**src/rtl/cpu_defs_pkg.sv**
```systemverilog
// cpu_defs_pkg: shared types and sizes for the fetch/decode pipeline
package cpu_defs_pkg;
  typedef struct packed {
    logic [31:0] addr;
    logic [31:0] inst;
  } fifo_entry_t;
  localparam int INST_FIFO_DEPTH = 16;
endpackage

```
**src/rtl/inst_fifo.sv**
```systemverilog
// inst_fifo: dual-issue fall-through instruction queue between fetch and decode
module inst_fifo
  import cpu_defs_pkg::*;
#(
  parameter  int DEPTH = INST_FIFO_DEPTH,
  localparam int AW    = $clog2(DEPTH)
) (
  input  logic        clk,
  input  logic        rst,
  input  logic        flush,
  input  logic        write_en1,
  input  logic        write_en2,
  input  logic [31:0] write_addr1,
  input  logic [31:0] write_inst1,
  input  logic [31:0] write_addr2,
  input  logic [31:0] write_inst2,
  input  logic        read_en1,
  input  logic        read_en2,
  output logic [31:0] read_addr1,
  output logic [31:0] read_inst1,
  output logic [31:0] read_addr2,
  output logic [31:0] read_inst2,
  output logic        empty,
  output logic        almost_empty,
  output logic        fifo_full
);
  fifo_entry_t   mem [DEPTH];
  logic [AW-1:0] wr_ptr, rd_ptr;
  logic [AW:0]   count, n_wr, n_rd;
  logic          wr1, wr2, rd1, rd2;
  fifo_entry_t   head, next;
  // a pair is only accepted when room for both slots is guaranteed, so full blocks all writes
  assign wr1  = write_en1 && !fifo_full;
  assign wr2  = wr1 && write_en2;
  assign rd1  = read_en1 && (count != '0);
  assign rd2  = rd1 && read_en2 && (count >= (AW+1)'(2));
  assign n_wr = (AW+1)'(wr1) + (AW+1)'(wr2);
  assign n_rd = (AW+1)'(rd1) + (AW+1)'(rd2);
  assign head = mem[rd_ptr];
  assign next = mem[rd_ptr + AW'(1)];
  assign read_addr1   = (count != '0) ? head.addr : '0;
  assign read_inst1   = (count != '0) ? head.inst : '0;
  assign read_addr2   = (count >= (AW+1)'(2)) ? next.addr : '0;
  assign read_inst2   = (count >= (AW+1)'(2)) ? next.inst : '0;
  assign empty        = (count == '0);
  assign almost_empty = (count == (AW+1)'(1));
  assign fifo_full    = (count >= (AW+1)'(DEPTH - 1));
  // storage is not reset; flushed-cycle writes are discarded
  always_ff @(posedge clk) begin
    if (!flush && wr1) mem[wr_ptr] <= '{addr: write_addr1, inst: write_inst1};
    if (!flush && wr2) mem[wr_ptr + AW'(1)] <= '{addr: write_addr2, inst: write_inst2};
  end
  // pointers wrap naturally at DEPTH; flush beats push and pop
  always_ff @(posedge clk or posedge rst) begin
    if (rst) begin
      wr_ptr <= '0;
      rd_ptr <= '0;
      count  <= '0;
    end else if (flush) begin
      wr_ptr <= '0;
      rd_ptr <= '0;
      count  <= '0;
    end else begin
      wr_ptr <= wr_ptr + n_wr[AW-1:0];
      rd_ptr <= rd_ptr + n_rd[AW-1:0];
      count  <= count + n_wr - n_rd;
    end
  end
endmodule

```
**config.mk**
```make
export PLATFORM = sky130hd
export DESIGN_NAME = inst_fifo
export DESIGN_NICKNAME = d
export VERILOG_FILES = /design/src/rtl/cpu_defs_pkg.sv /design/src/rtl/inst_fifo.sv
export SDC_FILE = /design/constraint.sdc
export NUM_CORES = 2
export LEC_CHECK = 0
export CAP_MARGIN = 30
export CELL_PAD_IN_SITES_DETAIL_PLACEMENT = 0
export CELL_PAD_IN_SITES_GLOBAL_PLACEMENT = 1
export CORE_UTILIZATION = 56
export DETAILED_ROUTE_END_ITERATION = 10
export PLACE_DENSITY = 0.88
export SLEW_MARGIN = 40
export SYNTH_ARGS = -nofsm -noshare
export SYNTH_HDL_FRONTEND = slang
export SYNTH_SLANG_ARGS = --single-unit
```
**constraint.sdc**
```tcl
create_clock -name clk -period 9.6 [get_ports clk]
set_clock_uncertainty 0.15 [all_clocks]
set_input_delay 1.92 -clock clk [delete_from_list [all_inputs] [get_ports clk]]
set_output_delay 1.92 -clock clk [all_outputs]
set_load 0.03 [all_outputs]
```
## Word-level counts from Yosys, hierarchy flattened

Memories as Yosys holds them, arrays and structs flattened.
Cells that the tools add are included.

| word-level totals | value |
|---|---|
| bits in latches | 0 |
| bits in read-only memories | 0 |
| memories kept | 1 |
| bits of input ports | 135 |
| flip-flop bits (word level) | 13 |
| output and inout bits | 131 |
| bits in writable memories | 1,024 |
| word-level logic and storage cells | 37 |

Memories:

| name | words | bits a word | read ports | clocked after memory_dff | wr ports | RTL line | RTL |
|---|---|---|---|---|---|---|---|
| mem | 16 | 64 | 2 | 0 | 2 | inst_fifo.sv:27 | `fifo_entry_t mem [DEPTH];` |

| operators by class | value |
|---|---|
| muxes and demuxes | 11 |
| multiply operators | 0 |
| bitwise operators | 0 |
| order comparisons | 2 |
| divide/modulo/power cells | 0 |
| $add $sub $neg | 8 |
| shifts and indexed selects | 0 |
| equal/unequal tests | 1 |
| reductions and logical operators | 11 |

Operators by type and width:

| kind | number |
|---|---|
| two-way mux 32 bit | 4 |
| adder 4 x 1 -> 4 bit (second input constant) | 2 |
| adder 4 x 2 -> 4 bit | 2 |
| two-way mux 4 bit | 2 |
| logical AND 1 bit | 7 |
| adder 5 x 2 -> 5 bit | 1 |
| == test 5 x 1 -> 1 bit (second input constant) | 1 |
| >= comparator 5 x 2 -> 1 bit (second input constant) | 1 |
| >= comparator 5 x 4 -> 1 bit (second input constant) | 1 |
| zero test 5 bit | 1 |
| two-way mux 5 bit | 1 |
| nonzero test 5 bit | 1 |
| subtractor 5 x 2 -> 5 bit | 1 |
| adder 1 x 1 -> 2 bit | 2 |
| two-way mux 1 bit | 4 |
| zero test 1 bit | 2 |

## Depth between registers and ports, before layout

| depth | value |
|---|---|
| depth in word-level cells | 8 |
| gate-level depth with buffers | 16 |
| mapped depth without buffers | 16 |

## Worst setup path before layout

OpenSTA, ideal clock, no wires.

| timing path | value |
|---|---|
| kind | in2reg |
| start | in flush |
| end | mem mem[6][0] (netlist bit) (enable) |
| arrival time | 7.015 ns |
| library setup time | 0.574 ns |
| buffers on the path | 0 |
| cell stages on the path | 3 |
| path slack | 1.861 ns |
| required time | 8.876 ns |
| cells stage by stage | and4bb_2 o211ai_2 o21ai_0 |

RTL lines:

| what | RTL line | RTL |
|---|---|---|
| start, declared | inst_fifo.sv:10 | `input logic flush,` |
| end, declared | inst_fifo.sv:27 |  |

## Worst setup path in the final report

| timing path | value |
|---|---|
| start | reg rd_ptr[0] |
| end | out read_addr2[27] |

| between the ends | value |
|---|---|
| cells in the longest elaborated chain, start to end | 3 |

RTL lines:

| what | RTL line | RTL |
|---|---|---|
| start, declared | inst_fifo.sv:28 | `logic [AW-1:0] wr_ptr, rd_ptr;` |
| start signal, assigned | inst_fifo.sv:65 | `rd_ptr <= rd_ptr + n_rd[AW-1:0];` |
| adder 4 x 1 -> 4 bit | inst_fifo.sv:40 | `assign next = mem[rd_ptr + AW'(1)];` |
| memory read (16 x 64 bit) | -- |  |
| two-way mux 32 bit | inst_fifo.sv:43 | `assign read_addr2 = (count >= (AW+1)'(2)) ? next.addr : '0;` |
| end, declared | inst_fifo.sv:21 | `output logic [31:0] read_addr2,` |

No other way between the ends.

==> impl_results.md <==
* Status: finished clean
* Register area share after synthesis at 49.7%
* Post-CTS resize count at 0
* IO Pins at 266
* Largest net degree at the start of global routing at 196
* Post-synth ARST share at 1.25%
* Sequential power share at 28.3%
* Drt wl/cell at 33.3 um
* Wire length of the first global-routing pass at 288 mm
* Max Fclk at 0.136 GHz
* Initial DRC Count at 5850
* Net Sw Frac at 39.3%
* Reg area at 0.0311 mm^2
* Post-CTS Setup Bufs at 0
* Post-route ant nets at 0
* Synth Area per Inst at 14.1 um^2
* Measured slew at the worst slew-check pin at 970 ps
* Fill count at 8196
* Post-synthesis cell area at 0.0625 mm^2
* NetSw at 0.00725 W
* CTS Sinks at 1037
* Syn Nets at 4600
* Die span in y at 336 um
* FP Rows at 122
* Worst-Skew Late Latency at 710 ps
* Crit-path cells: buf_12 > buf_16 > nand3_1 > xnor2_1 > and2_4 > buf_4 > a32o_1 > clkdlybuf4s50_1
* Starting density of the core at 56.5%
* Vias in the first global route at 42461
* Critical Path AT at 5300 ps
* Layout Cell Area excl Fill at 0.0699 mm^2
* Area grow syn2layout at 11.9%
* Core area at 0.111 mm^2
* Post-synthesis instance total at 4445
* CP max FO at 116
* DP Area at 0.0661 mm^2
* Via count at 42815
* First-pass detailed-route iteration total at 6
* GPL Wtd Cong at 0.826
* Clock power share at 23.8%
* Cell internal pwr at 0.0112 W
* Slew headroom at 35.3%
* RSZ-0062 raised after global routing: no
* Area of the die at 0.113 mm^2
* Yosys reg bits at 1037
* Placed Cells at 5791
* Root Buffer Master: clkbuf_16
* Total wire length at 201 mm
* Via density per instance at 7.12
* IO Port Bufs at 265
* Warnings, synthesis at 0
* Commonest non-fill, non-tap cell in the layout: edfxtp_1
* CTS tree: yes
* Critical path endpoint category: output pin
* Final std cells w/o fill at 6015
* Number of max-cap violations at 0
* Top_reg_cell synth: edfxtp_1
* Post-synth EDFFs at 1024
* Setup Crit Path Kind: reg2out
* Commonest cells after routing, fill and taps aside: edfxtp_1 (1024), mux2_2 (917), mux2i_1 (704)
* Final setup TNS at 0 ps
* Area of the multi-input gates at 0.0294 mm^2
* Final number of hold-violating endpoints at 0
* Leakage at 23.1 nW
* Hold Crit Class: reg2reg
* Startpoint types: register
* Num CTS Buffers at 114
* Fin crit share at 76.8%
* Min Tclk post-route at 7370 ps
* Max VDD drop at 0.330 mV
* DR DRC count at 0
* Clock-pin slew of the registers on the worst-case setup and hold paths at 60 ps
* Final Util at 63.2%
* CTS H-tree lvls at 3
* Total GRT Usage at 35.0%
* Power per cell area at 264 mW/mm^2
* Hold-fix buffers, CTS at 0
* Synth cell types at 51
* Die width at 336 um
* Initial antenna violation count at 21
* Combinational fraction of design power at 47.9%
* Dpl hpwl at 109 mm
* Remaining global-route overflow at 0
* Slowest Stage Delay on Critical Path at 750 ps
* Fraction of layout cells with a size suffix above 1 at 31.4%
* Clock buffer depth at 3
* Final Setup Violations at 0
* Slew Limit Fails at 0
* Worst Path Required at 7530 ps
* CP max stage cell: clkdlybuf4s50_1
* Final Net Count at 4578
worst max-delay path, delay by kind of cell, from the launching register on:
family          cells  cell delay (ps)
flops               1              590
buf+inv             4             2210
xor+xnor            1              360
compound gates      1              420
simple gates        2              830
per-layer routing:
| metal | vias up | GRT usage, % | share of wire, % |
|---|---|---|---|
| li1 | 17757 | - | - |
| met1 | 21728 | 45.6 | 37 |
| met2 | 2740 | 55.8 | 47 |
| met3 | 566 | 8.47 | 11 |
| met4 | 24 | 14.9 | 4.5 |
| met5 | - | 0.681 | 0.13 |
Yosys cell counts, types with 4 or more instances:
master | count | area, um^2
a32o_1 | 64 | 641
clkbuf_1 | 250 | 938
buf_4 | 44 | 330
xnor2_1 | 6 | 52.6
o211ai_2 | 4 | 50.1
fa_1 | 4 | 80.1
a2111oi_0 | 128 | 1120
o21ai_0 | 14 | 70.1
buf_6 | 6 | 67.6
buf_1 | 8 | 30.0
nand2_1 | 70 | 263
dfrtp_1 | 13 | 325
inv_1 | 14 | 52.6
mux2_4 | 49 | 736
nor4_1 | 64 | 400
mux4_2 | 128 | 2880
mux2i_1 | 704 | 7050
a22oi_1 | 256 | 1920
ha_1 | 16 | 200
edfxtp_1 | 1024 | 30700
mux2_2 | 917 | 10300
and2_1 | 4 | 25.0
buf_2 | 202 | 1010
nand3_1 | 13 | 65.1
o22ai_1 | 68 | 425
mux2_1 | 58 | 653
nor2_4 | 6 | 67.6
nor2b_1 | 139 | 870
and3_1 | 129 | 807
a21oi_1 | 5 | 25.0
nor2_1 | 12 | 45.0
cell type report:
| cell class | instances | area share (%) |
|---|---|---|
| Antenna cell | 12 | 0.0429 |
| Clock buffer | 138 | 4.27 |
| Clock inverter | 70 | 0.934 |
| Sequential cell | 1037 | 44.5 |
| Timing Repair Buffer | 372 | 5.49 |
| Multi-Input combinational cell | 2883 | 42.1 |
| Tap cell | 1488 | 2.66 |
| Inverter | 15 | 0.0805 |
through the flow:
stage | setup slack (ps) | power (W) | hold WS, ps
2_1_floorplan | 1860 | 0.0112 | 409
3_3_place_gp | 2680 | 0.0138 | 495
3_5_place_dp | 2750 | 0.0140 | 493
4_1_cts | 1970 | 0.0183 | 517
5_1_grt | 2120 | 0.0190 | 581
6_report | 2230 | 0.0184 | 521
logic make-up after synthesis:
family	share of synthesized area [%]
AO/OA/AOI/OAI	6.89
XOR/XNOR	0.138
adder cells (fa/ha/maj)	0.448
buffers and inverters	3.89
flip-flops	49.7
multiplexers	34.6
AND/OR/NAND/NOR	4.29
path summary, 6_finish.rpt:
path | startpoint | endpoint | slack, ps | cells after the start
max | rd_ptr[0]$_DFF_PP0_ | read_addr2[27] | 2230 | 8
min | wr_ptr[2]$_DFF_PP0_ | wr_ptr[2]$_DFF_PP0_ | 520 | 2
max reg2reg | count[4]$_DFF_PP0_ | mem[6][61]$_DFFE_PP_ | 5200 | 7
min reg2reg | wr_ptr[2]$_DFF_PP0_ | wr_ptr[2]$_DFF_PP0_ | 520 | 2
max in group asynchronous | rst | rd_ptr[1]$_DFF_PP0_ | 7220 | 2
min in group asynchronous | rst | rd_ptr[0]$_DFF_PP0_ | 1640 | 2
power by group through the flow:
stage / clock [W] / combinational, W / sequential (W)
finish: 0.00438 / 0.00883 / 0.00522
global route: 0.00457 / 0.00916 / 0.00523
CTS: 0.00440 / 0.00866 / 0.00524
detailed placement: 0 / 0.00862 / 0.00534
global placement: 0 / 0.00850 / 0.00533
floorplan: 0 / 0.00593 / 0.00525
registers in the layout, indices dropped and copies added (netlist names):
name / count
count: 5
mem: 1024
rd_ptr: 4
wr_ptr: 4
(Power assumes the default switching activity.)
